### config.mk
export PLATFORM = sky130hd
export DESIGN_NAME = qsys_serial_slave
export DESIGN_NICKNAME = d
export VERILOG_FILES = /design/src/rtl/qsys_serial_slave.sv
export SDC_FILE = /design/constraint.sdc
export NUM_CORES = 1
export LEC_CHECK = 0
export CAP_MARGIN = 20
export CORE_MARGIN = 2
export CORE_UTILIZATION = 51
export CTS_CLUSTER_DIAMETER = 120
export CTS_CLUSTER_SIZE = 8
export DETAILED_ROUTE_END_ITERATION = 7
export GPL_TIMING_DRIVEN = 0
export PLACE_DENSITY = 0.74
export SETUP_SLACK_MARGIN = 0.1
export SLEW_MARGIN = 20
export SYNTH_ARGS = -nofsm -noshare
export SYNTH_HDL_FRONTEND = slang
export SYNTH_SLANG_ARGS = --single-unit
### constraint.sdc
create_clock -name csi_MCLK_clk -period 8.1 [get_ports csi_MCLK_clk]
set_input_delay 2.025 -clock csi_MCLK_clk [delete_from_list [all_inputs] [get_ports csi_MCLK_clk]]
set_output_delay 2.025 -clock csi_MCLK_clk [all_outputs]
set_load 0.005 [all_outputs]
### src/rtl/qsys_serial_slave.sv
`default_nettype none
// ============================================================================
// Module   : qsys_serial_slave
// Brief    : Serial-link endpoint. Deserialises 65-bit command frames from
//            sdo/sle, runs one local register-bus read or write, and returns
//            a 32-bit response on sdi framed by srdy.
// Revision : 1.0 - initial release
// ============================================================================
module qsys_serial_slave #(
  parameter int unsigned address_size = 8,
  parameter int unsigned bus_timeout  = 256,
  parameter logic [31:0] timeout_data = 32'hDEAD_BEEF
) (
  input  logic                    csi_MCLK_clk,
  input  logic                    rsi_MRST_reset_n,
  input  logic                    sdo,
  input  logic                    sle,
  output logic                    sdi,
  output logic                    srdy,
  output logic [address_size-1:0] reg_address,
  output logic [31:0]             reg_writedata,
  output logic                    reg_write,
  output logic                    reg_read,
  input  logic [31:0]             reg_readdata,
  input  logic                    reg_waitrequest,
  output logic                    frame_err,
  output logic                    timeout_err
);

  // Timeout counter wide enough to hold bus_timeout itself.
  localparam int unsigned TW = $clog2(bus_timeout + 1);
  localparam logic [TW-1:0] c_TO_LAST = TW'(bus_timeout - 1);

  localparam logic [2:0] ST_IDLE  = 3'd0;
  localparam logic [2:0] ST_SHIFT = 3'd1;
  localparam logic [2:0] ST_CHECK = 3'd2;
  localparam logic [2:0] ST_BUS   = 3'd3;
  localparam logic [2:0] ST_RESP  = 3'd4;
  localparam logic [2:0] ST_GAP   = 3'd5;

  logic [2:0]              state_q, state_d;
  logic [64:0]             shreg_q, shreg_d;
  logic [6:0]              cnt_q, cnt_d;     // frame bit count, then response bit count
  logic [TW-1:0]           tcnt_q, tcnt_d;
  logic [31:0]             resp_q, resp_d;
  logic                    sle_q, sle_d;
  logic                    sdi_q, sdi_d;
  logic                    srdy_q, srdy_d;
  logic [address_size-1:0] addr_q, addr_d;
  logic [31:0]             wdata_q, wdata_d;
  logic                    write_q, write_d;
  logic                    read_q, read_d;
  logic                    ferr_q, ferr_d;
  logic                    terr_q, terr_d;

  logic                    w_sle_rise;
  logic                    w_load;
  logic [31:0]             w_word;

  // A frame only starts on a fresh sle rising edge, so a burst that began
  // while busy never leaks into IDLE as a new frame.
  assign w_sle_rise = sle & ~sle_q;

  // Next-state logic for the frame / bus / response sequencer.
  always_comb begin
    state_d = state_q;
    shreg_d = shreg_q;
    cnt_d   = cnt_q;
    tcnt_d  = tcnt_q;
    resp_d  = resp_q;
    sle_d   = sle;
    sdi_d   = sdi_q;
    srdy_d  = srdy_q;
    addr_d  = addr_q;
    wdata_d = wdata_q;
    write_d = write_q;
    read_d  = read_q;
    ferr_d  = 1'b0;
    terr_d  = 1'b0;
    w_load  = 1'b0;
    w_word  = 32'h0;

    case (state_q)
      ST_IDLE: begin
        if (w_sle_rise) begin
          shreg_d = {64'h0, sdo};
          cnt_d   = 7'd1;
          state_d = ST_SHIFT;
        end
      end
      ST_SHIFT: begin
        if (sle) begin
          shreg_d = {shreg_q[63:0], sdo};
          if (cnt_q != 7'd127) cnt_d = cnt_q + 7'd1;
        end else begin
          state_d = ST_CHECK;
        end
      end
      ST_CHECK: begin
        if (cnt_q == 7'd65) begin
          addr_d  = shreg_q[32 +: address_size];
          wdata_d = shreg_q[31:0];
          write_d = shreg_q[64];
          read_d  = ~shreg_q[64];
          tcnt_d  = '0;
          state_d = ST_BUS;
        end else begin
          ferr_d  = 1'b1;
          state_d = ST_IDLE;
        end
      end
      ST_BUS: begin
        if (!reg_waitrequest) begin
          w_load = 1'b1;
          w_word = read_q ? reg_readdata : 32'h0;
        end else if (tcnt_q == c_TO_LAST) begin
          w_load = 1'b1;
          w_word = timeout_data;
          terr_d = 1'b1;
        end else begin
          tcnt_d = tcnt_q + 1'b1;
        end
        // Response MSB goes out with the first srdy cycle; the rest shifts.
        if (w_load) begin
          write_d = 1'b0;
          read_d  = 1'b0;
          srdy_d  = 1'b1;
          sdi_d   = w_word[31];
          resp_d  = {w_word[30:0], 1'b0};
          cnt_d   = 7'd0;
          state_d = ST_RESP;
        end
      end
      ST_RESP: begin
        if (cnt_q == 7'd31) begin
          srdy_d  = 1'b0;
          sdi_d   = 1'b0;
          state_d = ST_GAP;
        end else begin
          sdi_d  = resp_q[31];
          resp_d = {resp_q[30:0], 1'b0};
          cnt_d  = cnt_q + 7'd1;
        end
      end
      ST_GAP: begin
        state_d = ST_IDLE;
      end
      default: begin
        state_d = ST_IDLE;
      end
    endcase

    // sle activity while busy is discarded but reported once per burst.
    if ((state_q != ST_IDLE) && (state_q != ST_SHIFT) && w_sle_rise) ferr_d = 1'b1;
  end

  // State and output registers; reset drops strobes and srdy immediately.
  always_ff @(posedge csi_MCLK_clk or negedge rsi_MRST_reset_n) begin
    if (!rsi_MRST_reset_n) begin
      state_q <= ST_IDLE;
      shreg_q <= '0;
      cnt_q   <= '0;
      tcnt_q  <= '0;
      resp_q  <= '0;
      sle_q   <= 1'b0;
      sdi_q   <= 1'b0;
      srdy_q  <= 1'b0;
      addr_q  <= '0;
      wdata_q <= '0;
      write_q <= 1'b0;
      read_q  <= 1'b0;
      ferr_q  <= 1'b0;
      terr_q  <= 1'b0;
    end else begin
      state_q <= state_d;
      shreg_q <= shreg_d;
      cnt_q   <= cnt_d;
      tcnt_q  <= tcnt_d;
      resp_q  <= resp_d;
      sle_q   <= sle_d;
      sdi_q   <= sdi_d;
      srdy_q  <= srdy_d;
      addr_q  <= addr_d;
      wdata_q <= wdata_d;
      write_q <= write_d;
      read_q  <= read_d;
      ferr_q  <= ferr_d;
      terr_q  <= terr_d;
    end
  end

  assign sdi           = sdi_q;
  assign srdy          = srdy_q;
  assign reg_address   = addr_q;
  assign reg_writedata = wdata_q;
  assign reg_write     = write_q;
  assign reg_read      = read_q;
  assign frame_err     = ferr_q;
  assign timeout_err   = terr_q;

endmodule
`default_nettype wire

; ---- Word-level counts from Yosys, hierarchy flattened
; Cells that the tools add are included.
; Widths: inputs -> output; s select.
[op_classes]
n_addsub = 2
bitwise = 3
reduce_logical = 17
n_eq_ne = 19
muxes = 44
[op_table]
columns = op, count
row1 = $mux 32, 5
row2 = $mux 65, 2
row3 = $pmux 65 s2, 1
row4 = $pmux 32 s2, 1
row5 = $mux 7, 5
row6 = $pmux 7 s4, 1
row7 = $mux 9, 3
row8 = $ne 2x2->1 const B, 10
row9 = $pmux 9 s2, 1
row10 = $mux 1, 15
row11 = $pmux 3 s5, 1
row12 = $mux 3, 4
row13 = $reduce_and 3->1, 4
row14 = $add 9x1->9 const B, 1
row15 = $eq 9x8->1 const B, 1
row16 = $pmux 1 s2, 4
row17 = $reduce_and 4->1, 2
row18 = $add 7x1->7 const B, 1
row19 = $eq 7x5->1 const B, 1
row20 = $eq 7x7->1 const B, 1
row21 = $ne 7x7->1 const B, 1
row22 = $eq 3x2->1 const B, 2
row23 = $reduce_and 6->1, 1
row24 = $reduce_bool 2->1, 3
row25 = 11 further kinds, 14
[totals]
register_bits = 163
output_inout_bits = 46

; ---- Longest topological paths before layout
; Gate-level depths: netlist of the first run.
[logic_depth]
word_depth = 6
depth_mapped = 12

; ---- Least setup slack after synthesis of the first run
; Ideal clock, no wire load.
[synth_path]
kind = in2reg
from = input port sle
to = register cnt_q[5]
arrival_time_ns = 3.361
path_stages = 6
required_time_ns = 7.997
slack_ns = 4.636
path_cell_list = nand2b_1 -> o2bb2ai_1 -> or4_1 -> buf_6 -> or2_4 -> o41ai_2
[synth_between]
elab_chain_len = 3
word_cells_on_any_way = 4
[synth_rtl]
columns = element, line_no
row1 = from (decl), 17  ; input logic sle,
row2 = $and 1x1->1, 62  ; assign w_sle_rise = sle & ~sle_q;
row3 = $ne 2x2->1 (no line), -
row4 = $reduce_and 6->1 (no line) (*), -
row5 = to (signal assigned), 177  ; cnt_q <= cnt_d;
row6 = to (decl), 43  ; logic [6:0] cnt_q, cnt_d;
; Mark *: on every way between the ends. The rest lies on a longest branch, timed or not.
; A chain may end at the register's enable or synchronous reset.

; ---- Final worst setup path of the first run
[layout_path]
from = input port sle
to = register cnt_q[4]
; Same word-level chain as after synthesis.

==> results.json, run 1 <==
{
  "drv_slew": 0,
  "cts_hold_buf": 0,
  "drtIter0Drc": 320,
  "dp_hpwl_um": 9670,
  "post-cts-setup-buffers": 0,
  "setup_viol": 0,
  "synth_cell_types": 44,
  "critPathBufInv": 2,
  "numCtsBuffers": 17,
  "insertion_delay_ns": 0.42,
  "leakage_nw": 3.92,
  "cts.clk_slew.worst_paths_ns": 0.06,
  "dr.pass1.iters": 5,
  "n_fill_cell": 986,
  "final_layout_size_suffix_gt1_share_pct": 12.7,
  "ys_seq_area_share_pct": 60.4,
  "crit_arrival_ns": 4.11,
  "overflow": 0,
  "fp-row-count": 41,
  "clk_path_buf_depth": 2,
  "portBuffers": 82,
  "area_growth_pct": 25.4,
  "critPathTopFamily": "simple AND/OR/NAND/NOR gates",
  "slew_headroom_pct": 60.4,
  "wirelength_um": 14500,
  "cellPowerDensity_nw_per_um2": 272,
  "worstMarginPinSlew_ns": 0.590,
  "syn-mean-instance-area_um2": 11.5,
  "async_flop_share_pct": 100,
  "syn_inst": 585,
  "die_area_um2": 14100,
  "post_cts_resized": 0,
  "crit_chain": "clkdlybuf4s50_1 > nand2b_1 > o2bb2ai_1 > or4_1 > buf_6 > or2_4 > o31ai_1",
  "whs_ns": 0.482,
  "timing.final.crit_share_pct": 46.7,
  "cpMaxStageDelayCell": "or4_1",
  "routed_via_density": 5.66,
  "route.vias.total": 4941,
  "die_h_um": 119,
  "rsz0062_at_grt": "false",
  "cp.required_ns": 8.43,
  "power_frac_comb_pct": 20.5,
  "routabilityCongestion": 0.819,
  "die_w_um": 119,
  "start_util_pct": 52.8,
  "drc": 0,
  "power_w": 0.00229,
  "cap_violations": 0,
  "p_switching_w": 0.000702,
  "grt_util_all_layers_pct": 21.7,
  "yosys_warnings": 0,
  "antenna_left": 0,
  "syn_nets": 626,
  "antenna_cells": 0,
  "swShare_pct": 30.7,
  "pwr-share-clk_pct": 36.0,
  "ios": 83,
  "synth.cell_area_um2": 6720,
  "synth_ff_type": "dfrtp_1",
  "synth-seq-cells": 162,
  "wire_per_inst_um": 16.7,
  "grt_pass1_vias": 5136,
  "synth_edf_count": 0,
  "min_path_type": "reg2reg",
  "final_core_util_pct": 66.2,
  "criticalPathCategory": "in2reg",
  "clock_sinks": 162,
  "antenna_found_initial": 0,
  "core-area_um2": 12700,
  "status": "finished, final reports clean",
  "grt_pass1_wl_um": 24800,
  "cp-start-kind": "input port",
  "clock_skew_ns": 0.00583,
  "grt_max_degree": 61,
  "period_needed_ns": 3.78,
  "slowest_delay_ns": 0.57,
  "yosys-top-cells-area": "dfrtp_1 (60%), a22o_1 (8.6%), mux2_2 (7.0%)",
  "cts_root_buffer": "clkbuf_16",
  "synth.largest_area_cell": "dfrtp_1",
  "fmax_mhz": 265,
  "crit_path_end_kind": "flop",
  "seqPwrFrac_pct": 43.5,
  "path_max_fanout": 10,
  "nNetsFinal": 729,
  "finalHoldViolCount": 0,
  "synth_top_cell_area_share_pct": 60.4,
  "internal_power_w": 0.00158,
  "cts_tree": "built",
  "htree_levels": 4,
  "irDropWorstVdd_uv": 160
}
[placed cells by master, fill, tap and decap left out, types with 4 or more instances in the layout]
| cell | n |
|---|---|
| ha_1 | 4 |
| a22o_1 | 66 |
| clkbuf_1 | 31 |
| buf_1 | 5 |
| and3_1 | 17 |
| o21ai_0 | 51 |
| a21oi_1 | 59 |
| nand3_1 | 4 |
| dfrtp_1 | 162 |
| nand2_1 | 45 |
| clkinvlp_4 | 5 |
| nand2b_1 | 7 |
| clkdlybuf4s50_1 | 81 |
| clkbuf_16 | 17 |
| inv_6 | 4 |
| buf_2 | 4 |
| o31ai_1 | 4 |
| mux2_2 | 42 |
| nor2b_1 | 6 |
| nor2_1 | 41 |
[registers in the layout (all words and copies together) (netlist names)]
register       flops
frame_err          1
sdi                1
shreg_q           65
reg_write          1
timeout_err        1
reg_address        8
tcnt_q             9
reg_writedata     32
srdy               1
reg_read           1
sle_q              1
cnt_q              7
resp_q            31
state_q            3
[final timing paths]
| path | startpoint | end | slack, ns | cells past startpoint |
|---|---|---|---|---|
| worst max-delay path | sle | cnt_q[4] | 4.32 | 7 |
| worst min-delay path | resp_q[14] | resp_q[14] | 0.48 | 2 |
| worst max register to register | tcnt_q[0] | cnt_q[4] | 5.13 | 11 |
| worst min register to register | resp_q[14] | resp_q[14] | 0.48 | 2 |
| max in group asynchronous | rsi_MRST_reset_n | reg_writedata[9] | 5.69 | 3 |
| min in group asynchronous | rsi_MRST_reset_n | tcnt_q[2] | 1.50 | 1 |
[stage by stage]
step           instances  setup WS (ns)  TNS, ns  instance area [µm²]
2_1_floorplan        585           4.64        0                 6720
3_3_place_gp         839          -1.26  -202.47                 7750
3_5_place_dp         841           3.90        0                 7810
4_1_cts              873           4.33        0                 8420
5_1_grt              873           4.21        0                 8420
6_report             873           4.32        0                 8420
[Yosys cell counts (all sizes together), types with 2 or more instances]
master and number:
dfrtp 162, nand2 45, nand3 4, a21oi 59
nor2 41, clkbuf 31, or3 2, and3 17
o31ai 4, or2 2, mux2 42, inv 2
nor3 2, o2bb2ai 2, nand2b 7, nor2b 6
o21bai 2, nor4 2, nor3b 2, ha 4
buf 12, o41ai 4, o21ai 52, a22o 66
[logic make-up (layout without fill, tap and decap cells)]
kind of cell               count (synthesis)  in the layout  share of synthesized area (%)
buffers and inverters                     45            161                           2.81
and+or+nand+nor                          138            138                           9.95
adders and majority gates                  4              4                          0.745
AOI/OAI and AO/OA                        193            193                           18.9
muxes                                     42             42                           7.04
xor gates and xnor gates                   1              1                          0.130
DFF                                      162            162                           60.4
[power groups by stage]
| stage | Sequential (W) | Combinational [W] | Clock [W] |
|---|---|---|---|
| after floorplan | 0.000987 | 0.000318 | 0 |
| after global placement | 0.00100 | 0.000437 | 0 |
| after detailed placement | 0.00101 | 0.000467 | 0 |
| after CTS | 0.000993 | 0.000470 | 0.000835 |
| after global routing | 0.00101 | 0.000526 | 0.000873 |
| final | 0.000995 | 0.000468 | 0.000823 |
[worst min-delay path: cells and delay by family (launching register included)]
family | cells | cell delay (ns)
flip-flops | 1 | 0.34
AO/OA/AOI/OAI | 1 | 0.06
AND/OR/NAND/NOR | 1 | 0.05
[layout make-up]
class                   count  area, µm²  area share [%]
plain buffers              43        181            2.16
repair buffers             84        881            10.5
flip-flops and latches    162       4050            48.2
well taps                 172        215            2.56
clock inverters            15        181            2.16
clock buffers              17        425            5.05
multi-input cells         378       2470            29.4
inverters                   2       7.51          0.0892
[layer usage]
metal	global-route usage, %	share of wire [%]
met1	28.5	45
met2	34.9	48
met3	4.97	4.9
met4	9.00	1.8
met5	0	0
(Power assumes the default switching activity.)
==> run 2, diff against run 1 <==
clock period = 3.8 ns   (was 8.1 ns; I/O delays follow)
==> results of run 2 <==
The final DEF is identical to that of run 1. Status: finished, final reports clean.
Among the figures that moved: setup slack after placement 3.90 ns -> 0.671 ns; setup slack after layout 4.32 ns -> 0.829 ns; hold slack 0.482 ns -> 0.421 ns; start point of the critical path sle -> tcnt_q[0]; register-to-register setup slack 5.13 ns -> 0.83 ns; total power 0.00229 W -> 0.00487 W; worst IR drop on VDD 160 µV -> 341 µV
==> run 3, diff against run 2 <==
clock period = 3 ns   (was 3.8 ns; I/O delays follow)
==> results.json, run 3 (same netlist as run 1, synthesis figures left out) <==
{
  "top_usage_layer": "met2",
  "ios": 83,
  "antenna_cells": 0,
  "slowest_delay_ns": 0.50,
  "placed_area_um2": 7810,
  "cp.required_ns": 3.32,
  "numCtsBuffers": 17,
  "drv_slew": 0,
  "grt_util_all_layers_pct": 21.7,
  "crit_chain": "ha_2 > and3_4 > and3_4 > and3_4 > ha_4 > nand2b_4 > o2bb2ai_4 > or4_4 > buf_6 > or2_4 > o41ai_2",
  "portBuffers": 82,
  "cpMostUsedCell": "and3_4",
  "power_frac_comb_pct": 21.7,
  "setup_ws_ns": 0.156,
  "cts_root_buffer": "clkbuf_16",
  "path_max_fanout": 5,
  "grt_pass1_vias": 5125,
  "cts.clk_slew.worst_paths_ns": 0.06,
  "htree_levels": 4,
  "rsz0062_at_grt": "false",
  "clock_skew_ns": 0.00506,
  "grt_pass1_wl_um": 24800,
  "wire_per_inst_um": 16.8,
  "clk_path_buf_depth": 2,
  "start_util_pct": 52.8,
  "cap_violations": 0,
  "largest_reg_flops": 65,
  "die_w_um": 119,
  "area_growth_pct": 26.9,
  "dp_hpwl_um": 9670,
  "drtIter0Drc": 279,
  "routed_via_density": 5.66,
  "slew_headroom_pct": 60.8,
  "irDropWorstVdd_uv": 431,
  "cp-start-kind": "flop",
  "clock_sinks": 162,
  "whs_ns": 0.218,
  "timing.final.crit_share_pct": 94.8,
  "cpMaxStageDelayCell": "or4_4",
  "nNetsFinal": 734,
  "final_core_util_pct": 67.0,
  "grt_max_degree": 61,
  "criticalPathCategory": "reg2reg",
  "fmax_mhz": 352,
  "routabilityCongestion": 0.819,
  "min_path_type": "in2async",
  "period_needed_ns": 2.84,
  "route.vias.total": 4972,
  "cts_tree": "built",
  "largest-register": "shreg_q",
  "antenna_found_initial": 0,
  "regToRegSetupSlack_ns": 0.16,
  "status": "finished, final reports clean",
  "met1_usage_pct": 28.9,
  "fp-row-count": 41,
  "power_w": 0.00628,
  "grt_use_met2_pct": 34.5,
  "final_common_cell": "dfrtp_1",
  "gr-usage-met3_pct": 4.97,
  "worstReg2RegEnd": "cnt_q[5]",
  "wirelength_um": 14700,
  "core-area_um2": 12700,
  "die_area_um2": 14100,
  "insertion_delay_ns": 0.42,
  "die_h_um": 119,
  "cellPowerDensity_nw_per_um2": 737,
  "drc": 0,
  "fin_area_um2": 8520,
  "overflow": 0,
  "cts_hold_buf": 0,
  "worstMarginPinSlew_ns": 0.584,
  "dr.pass1.iters": 4,
  "finalHoldViolCount": 0,
  "pwr-share-clk_pct": 35.5,
  "leakage_nw": 3.95,
  "post-place-ws_ns": 0.0467,
  "crit_arrival_ns": 3.17,
  "reg2regPathDepth": 11,
  "crit_path_end_kind": "flop",
  "worstReg2RegStart": "tcnt_q[0]",
  "internal_power_w": 0.00434,
  "seqPwrFrac_pct": 42.8,
  "final_layout_size_suffix_gt1_share_pct": 14.6,
  "swShare_pct": 30.8,
  "antenna_left": 0,
  "setup_viol": 0,
  "p_switching_w": 0.00194,
  "mostFrequentLayoutCells": "dfrtp_1 (162), clkdlybuf4s50_1 (81), a22o_1 (66), a21oi_1 (58), o21ai_0 (51)"
}
## run 3: cell count changes in the layout (fill, tap and decap cells not counted), sizes merged
cell / previous run / this run
buf: 15 / 20
## run 3: worst max-delay path by stage
stage	start	end	slack [ns]	depth (start not counted)
finish	tcnt_q[0]	cnt_q[5]	0.16	11
global route	tcnt_q[0]	cnt_q[5]	0.08	11
CTS	tcnt_q[0]	cnt_q[5]	0.12	11
detailed placement	tcnt_q[0]	cnt_q[4]	0.05	11
global placement	rsi_MRST_reset_n	reg_writedata[5]	-5.08	1
floorplan	tcnt_q[0]	cnt_q[5]	0.33	11
## run 3: metal layers
metal	up-vias	part of all wire (%)
li1	2327	-
met1	2490	45
met2	134	48
met3	21	4.8
met4	0	1.8
met5	-	0
## run 3: timing repair
item                       4_1_cts  5_1_grt
setup endpoints to repair       10       34
gates resized for setup          3        8
pin swaps                        0        5
hold endpoints to repair         0        0
setup buffers                    0        5
## run 3: critical path: cells and delay by family, from the launching register on
kind / cells / cell delay [ns]
buffers and inverters: 1 / 0.14
AND/OR/NAND/NOR: 6 / 1.49
flip-flops: 1 / 0.39
AO/OA/AOI/OAI: 2 / 0.39
adder cells (fa/ha/maj): 2 / 0.32
## run 3: through the flow
stage	std cells	setup TNS, ns
finish	878	0
CTS	873	0
detailed placement	841	0
global placement	839	-822.12
floorplan	585	0
global route	878	0
## run 3: cell type report
cell class              instances  area (µm²)
multi-input cells             378        2540
clock buffers                  17         425
fillers                       986        4200
repair buffers                 89         918
plain buffers                  43         181
well taps                     172         215
clock inverters                15         181
flip-flops and latches        162        4050
inverters                       2        7.51
## run 3: power groups by stage
stage,registers (W),clock network (W),logic [W]
global route,0.00272,0.00236,0.00152
global placement,0.00270,0,0.00118
detailed placement,0.00272,0,0.00126
finish,0.00269,0.00223,0.00136
floorplan,0.00266,0,0.000858
CTS,0.00268,0.00225,0.00128
==> RTL edit 1, RTL diff (flow settings as in run 3) <==
Set the parameter `bus_timeout` to 128 (it was 256).
--- a/src/rtl/qsys_serial_slave.sv
+++ b/src/rtl/qsys_serial_slave.sv
@@ -8,7 +8,7 @@
 // ============================================================================
 module qsys_serial_slave #(
   parameter int unsigned address_size = 8,
-  parameter int unsigned bus_timeout  = 256,
+  parameter int unsigned bus_timeout  = 128,
   parameter logic [31:0] timeout_data = 32'hDEAD_BEEF
 ) (
   input  logic                    csi_MCLK_clk,
Function: same outputs for any inputs over 10 cycles, from zero or initial values and one cycle with rsi_MRST_reset_n low; that may be too few to reach the edited logic, so the function may still have changed.
==> RTL edit 1 against run 3 <==
Synthesized area unchanged. Cell area down 1.5%. Power down 5.1%. Worst setup slack better by 0.58 ns. Routed wire length down 2.0%. Sequential cell count down 1. Largest power group unchanged. Combinational power down 13%. Clock skew up 0.0082 ns.
==> RTL edit 1: results (changes against run 3) <==
[status]
status=completed  ; unchanged

[clock_network]
cts_resized=0  ; was 3
clk_root_buffer_cell=clkbuf_16  ; unchanged

[cells_and_area]
top_register=shreg_q  ; unchanged
layout-drive-gt1-share=0.149  ; was 0.146
num-nets-final=699  ; was 734
fillers=1019  ; was 986

[logic_synthesis]
synth_compound_area_frac=0.198  ; was 0.189
synth.area.top_cells=dfrtp_1 60%, a22o_1 8.6%, mux2_2 6.9%, a311oi_1 2.9%, nand2_1 2.8%  ; was dfrtp_1 60%, a22o_1 8.6%, mux2_2 7.0%, a21oi_1 4.4%, o21ai_0 3.8%
synth_cell_type_count=46  ; was 44
syn_nets=597  ; was 626
yosys_warnings=0  ; unchanged
muxShareOfSynthArea=0.0688  ; was 0.0704
synthTopCellsByCount=161 x dfrtp_1, 66 x a22o_1, 50 x nand2_1, 41 x mux2_2, 36 x nor2_1  ; was 162 x dfrtp_1, 66 x a22o_1, 59 x a21oi_1, 51 x o21ai_0, 45 x nand2_1

[timing]
skew_ns=0.0132  ; was 0.00506 ns
worst-slew-pin-transition_ns=0.558  ; was 0.584 ns

[global_route]
first_global_vias=4886  ; was 5,125
grt_max_degree=109  ; was 61
grt_pass1_wl_um=24600  ; was 24,800 um
grt_usage=0.218  ; was 0.217

[worst_setup_path]
critPathLaunch=reg_waitrequest  ; was tcnt_q[0]
reg2reg_slack_ns=0.83  ; was 0.16 ns
r2r_cells=7  ; was 11
rr_startpoint=cnt_q[0]  ; was tcnt_q[0]
r2r-end=resp_q[14]  ; was cnt_q[5]
cp.arrival_ns=2.57  ; was 3.17 ns

[routing]
vias_per_cell=5.85  ; was 5.66
wl_um=14400  ; was 14,700 um
first_iter_violations=386  ; was 279
drtPass1Iterations=5  ; was 4

[placed_design]
dp_hpwl_um=9690  ; was 9670 um

[power]
leakage_nw=4.06  ; was 3.95 nW

-- RTL edit 1: changes by cell type after synthesis, moves of 4 or more --
cell	before	now
a21oi_1	59	12
o21ai_0	51	25
a21o_1	1	23
a311oi_1	0	22
clkbuf_1	31	18
buf_2	4	11
nand2_1	45	50
nand2b_1	7	2
nor2_1	41	36
o31ai_1	4	9
nand3_1	4	8
-- RTL edit 1: worst max-delay path, cell delays in order --
cell	delay (ns)
clkdlybuf4s50_1	0.58
and4b_1	0.27
o21ai_4	0.12
o21ai_1	0.18
clkbuf_1	0.39
o21ai_0	0.15
o41a_1	0.13
-- RTL edit 1: how the worst min path moves through the flow --
stage                           from    endpoint  slack, ns  cells past startpoint
floorplan           rsi_MRST_reset_n    cnt_q[0]       0.45                      0
global placement           resp_q[8]   resp_q[8]       0.46                      1
detailed placement        resp_q[19]  resp_q[19]       0.47                      1
CTS                 rsi_MRST_reset_n    cnt_q[3]       0.24                      1
global route        rsi_MRST_reset_n    cnt_q[3]       0.25                      1
finish              rsi_MRST_reset_n    cnt_q[3]       0.23                      1
-- RTL edit 1: layout make-up --
class                           instances  area share
Inverter                                5     0.00224
Clock buffer                           19      0.0540
Timing Repair Buffer                   83       0.102
Multi-Input combinational cell        350       0.296
Sequential cell                       161       0.480
Clock inverter                         13      0.0180
Buffer                                 41      0.0222
Tap cell                              172      0.0257
-- RTL edit 1: layer usage --
metal  wire, um  track usage
met5          0            0
met4        189       0.0781
met3        831       0.0574
met2       6810        0.332
met1       6610        0.302
-- RTL edit 1: logic make-up (layout without fill, tap and decap cells) --
kind of cell             count (synthesis)  in the layout
AO/OA/AOI/OAI                          173            173
flip-flops                             161            161
AND/OR/NAND/NOR                        132            132
buffers and inverters                   46            161
multiplexers                            41             41
adder cells (fa/ha/maj)                  3              3
XOR/XNOR                                 1              1
-- RTL edit 1: metrics by stage --
stage	std cells	setup slack [ns]	TNS, ns	hold slack (ns)	area (um2)
after floorplan	557	1.11	0	0.449	6720
after global placement	811	-5.05	-811.72	0.458	7750
after detailed placement	812	0.310	0	0.466	7780
after CTS	844	0.743	0	0.236	8390
after global routing	844	0.597	0	0.254	8390
final	844	0.731	0	0.232	8390
-- RTL edit 1: power breakdown --
group	switching (mW)	leakage (nW)	internal, mW	total [mW]
sequential	0.176	2.22	2.40	2.58
combinational	0.760	1.55	0.434	1.19
clock	0.902	0.289	1.29	2.19
total	1.84	4.06	4.12	5.96
==> RTL edit 2, RTL diff (config.mk and constraints of run 3) <==
Made on the original files. Make the reset (`rsi_MRST_reset_n`) synchronous in one clocked block.
--- a/src/rtl/qsys_serial_slave.sv
+++ b/src/rtl/qsys_serial_slave.sv
@@ -155,7 +155,7 @@
   end
 
   // State and output registers; reset drops strobes and srdy immediately.
-  always_ff @(posedge csi_MCLK_clk or negedge rsi_MRST_reset_n) begin
+  always_ff @(posedge csi_MCLK_clk) begin
     if (!rsi_MRST_reset_n) begin
       state_q <= ST_IDLE;
       shreg_q <= '0;
Function: differs if rsi_MRST_reset_n is asserted again (counterexample within 4 cycles, from zero or initial values and one cycle with rsi_MRST_reset_n low); with rsi_MRST_reset_n held inactive, the same outputs for 10 cycles.
==> RTL edit 2 against run 3 <==
Sequential cell count unchanged. Die area fell by 2.1%. Power decreased by 18%. Clock power decreased by 3%. Hold slack better by 0.23 ns. Final cell count is 29% higher. Worst setup slack improved by 0.12 ns. Synthesized area fell by 2.2%. Synthesized cell count grew 45%. Cell area is 3.8% lower. Routed wire length rose by 10%. Utilization shrank 2.1 points. Non-clock buffer count rose by 22. Largest power group unchanged.
==> RTL edit 2: results (changes against run 3) <==
[routing]
met1_length_um=7930  ; was 6690 um
dr_wl_met3_um=667  ; was 701 um
vias_per_cell=5.47  ; was 5.66
met2_wirelength_um=7400  ; was 7080 um
first_iter_violations=467  ; was 279
wl_um=16200  ; was 14,700 um
drtPass1Iterations=5  ; was 4

[min_path]
hp-class=flop to flop  ; was input pin to async pin

[worst_setup_path]
crit_path_top_delay_cell=dfxtp_1  ; was or4_4
worst-path-max-fanout=10  ; was 5
critPathMaxStageDelay_ns=0.34  ; was 0.50 ns
r2r_cells=12  ; was 11
rr_startpoint=tcnt_q[0]  ; unchanged
r2r-end=resp_q[31]  ; was cnt_q[5]
reg2reg_slack_ns=0.28  ; was 0.16 ns

[global_route]
grt_pass1_wl_um=26900  ; was 24,800 um
first_global_vias=5550  ; was 5,125
grt_usage=0.236  ; was 0.217
grt_max_degree=17  ; was 61

[logic_synthesis]
yosysSeqAreaShare=0.494  ; was 0.604
synth_cell_type_count=43  ; was 44
syn_nets=891  ; was 626
synthTopCellsByCount=218 x nand2_1, 168 x a21oi_1, 162 x dfxtp_1, 92 x nand3_1, 62 x clkbuf_1  ; was 162 x dfrtp_1, 66 x a22o_1, 59 x a21oi_1, 51 x o21ai_0, 45 x nand2_1
synth.area.top_cells=dfxtp_1 49%, a21oi_1 13%, nand2_1 12%, nand3_1 7.0%, clkbuf_1 3.5%  ; was dfrtp_1 60%, a22o_1 8.6%, mux2_2 7.0%, a21oi_1 4.4%, o21ai_0 3.8%
synthArstFlopShare=0  ; was 1.00

[placed_design]
portBuffers=81  ; was 82
dp_hpwl_um=11100  ; was 9670 um
place.gp.congestion=0.842  ; was 0.819
place_area_um2=7600  ; was 7810 um2

[timing]
worst-slew-pin-transition_ns=0.687  ; was 0.584 ns
skew_ns=0.0112  ; was 0.00506 ns

[power]
leakage_nw=2.73  ; was 3.95 nW
peakVddDrop_mv=0.439  ; was 0.431 mV
p_switching_mw=1.43  ; was 1.94 mW

[cells_and_area]
layout-drive-gt1-share=0.0415  ; was 0.146
num-nets-final=991  ; was 734

[status]
status=completed  ; unchanged

==> RTL edit 2: cell count changes after synthesis, moves of 4 or more <==
cell	delta
nand3_1	+88
a311oi_1	+9
o31ai_1	-4
dfxtp_1	+162
o211ai_1	+23
nor2_1	-17
o21ai_0	-37
a22o_1	-66
clkbuf_1	+31
mux2_2	-42
a21oi_1	+109
nand2_1	+173
dfrtp_1	-162
and3_1	-11
==> RTL edit 2: how the worst max path moves through the flow <==
stage                                from    endpoint  cells past startpoint
after floorplan                 tcnt_q[0]  resp_q[10]                     12
after global placement    reg_waitrequest  resp_q[24]                      8
after detailed placement  reg_waitrequest  resp_q[24]                      8
after CTS                       tcnt_q[0]  resp_q[31]                     12
after global routing            tcnt_q[0]  resp_q[31]                     12
final                           tcnt_q[0]  resp_q[31]                     12
==> RTL edit 2: timing repair <==
action                     in CTS  in global routing
setup endpoints to repair       0                 16
hold buffers                    0                  0
gates resized for setup         0                  4
==> RTL edit 2: metrics by stage <==
step	setup slack, ns	std cells	util	hold slack [ns]	total power [mW]
4_1_cts	0.321	1135	0.649	0.452	5.18
3_5_place_dp	0.161	1103	0.602	0.445	3.02
3_3_place_gp	0.154	1103	0.602	0.438	3.02
2_1_floorplan	0.706	850	-	0.425	2.79
5_1_grt	0.100	1135	0.649	0.474	5.38
6_report	0.281	1135	0.649	0.450	5.17
==> RTL edit 2: power groups by stage <==
stage / Clock (mW) / Sequential, mW / Combinational, mW
6_report: 2.17 / 2.21 / 0.787
5_1_grt: 2.30 / 2.22 / 0.866
4_1_cts: 2.20 / 2.21 / 0.774
3_5_place_dp: 0 / 2.26 / 0.765
3_3_place_gp: 0 / 2.26 / 0.766
2_1_floorplan: 0 / 2.25 / 0.537
==> RTL edit 2: kinds of logic (layout without fill, tap and decap cells) <==
| family | Yosys count | count (layout) | synth area share |
|---|---|---|---|
| muxes | 2 | 2 | 0.00305 |
| adders and majority gates | 4 | 4 | 0.00762 |
| DFF | 162 | 162 | 0.494 |
| AOI/OAI and AO/OA | 227 | 227 | 0.195 |
| and+or+nand+nor | 377 | 377 | 0.252 |
| xor gates and xnor gates | 1 | 1 | 0.00133 |
| buffers and inverters | 77 | 190 | 0.0470 |
==> RTL edit 2: area by class of cell <==
type,count,area (um2)
timing repair buffer,81,811
buffer,73,297
tap,172,215
fill,1134,4430
clock inverter,10,134
multi-input combinational,611,3020
clock buffer,22,454
inverter,4,15.0
sequential,162,3240
==> RTL edit 2: per-layer routing <==
layer  track usage  vias up
met4        0.0625        0
met1         0.326     2930
met5             0        -
met3        0.0606       18
li1              -     3139
met2         0.368      125
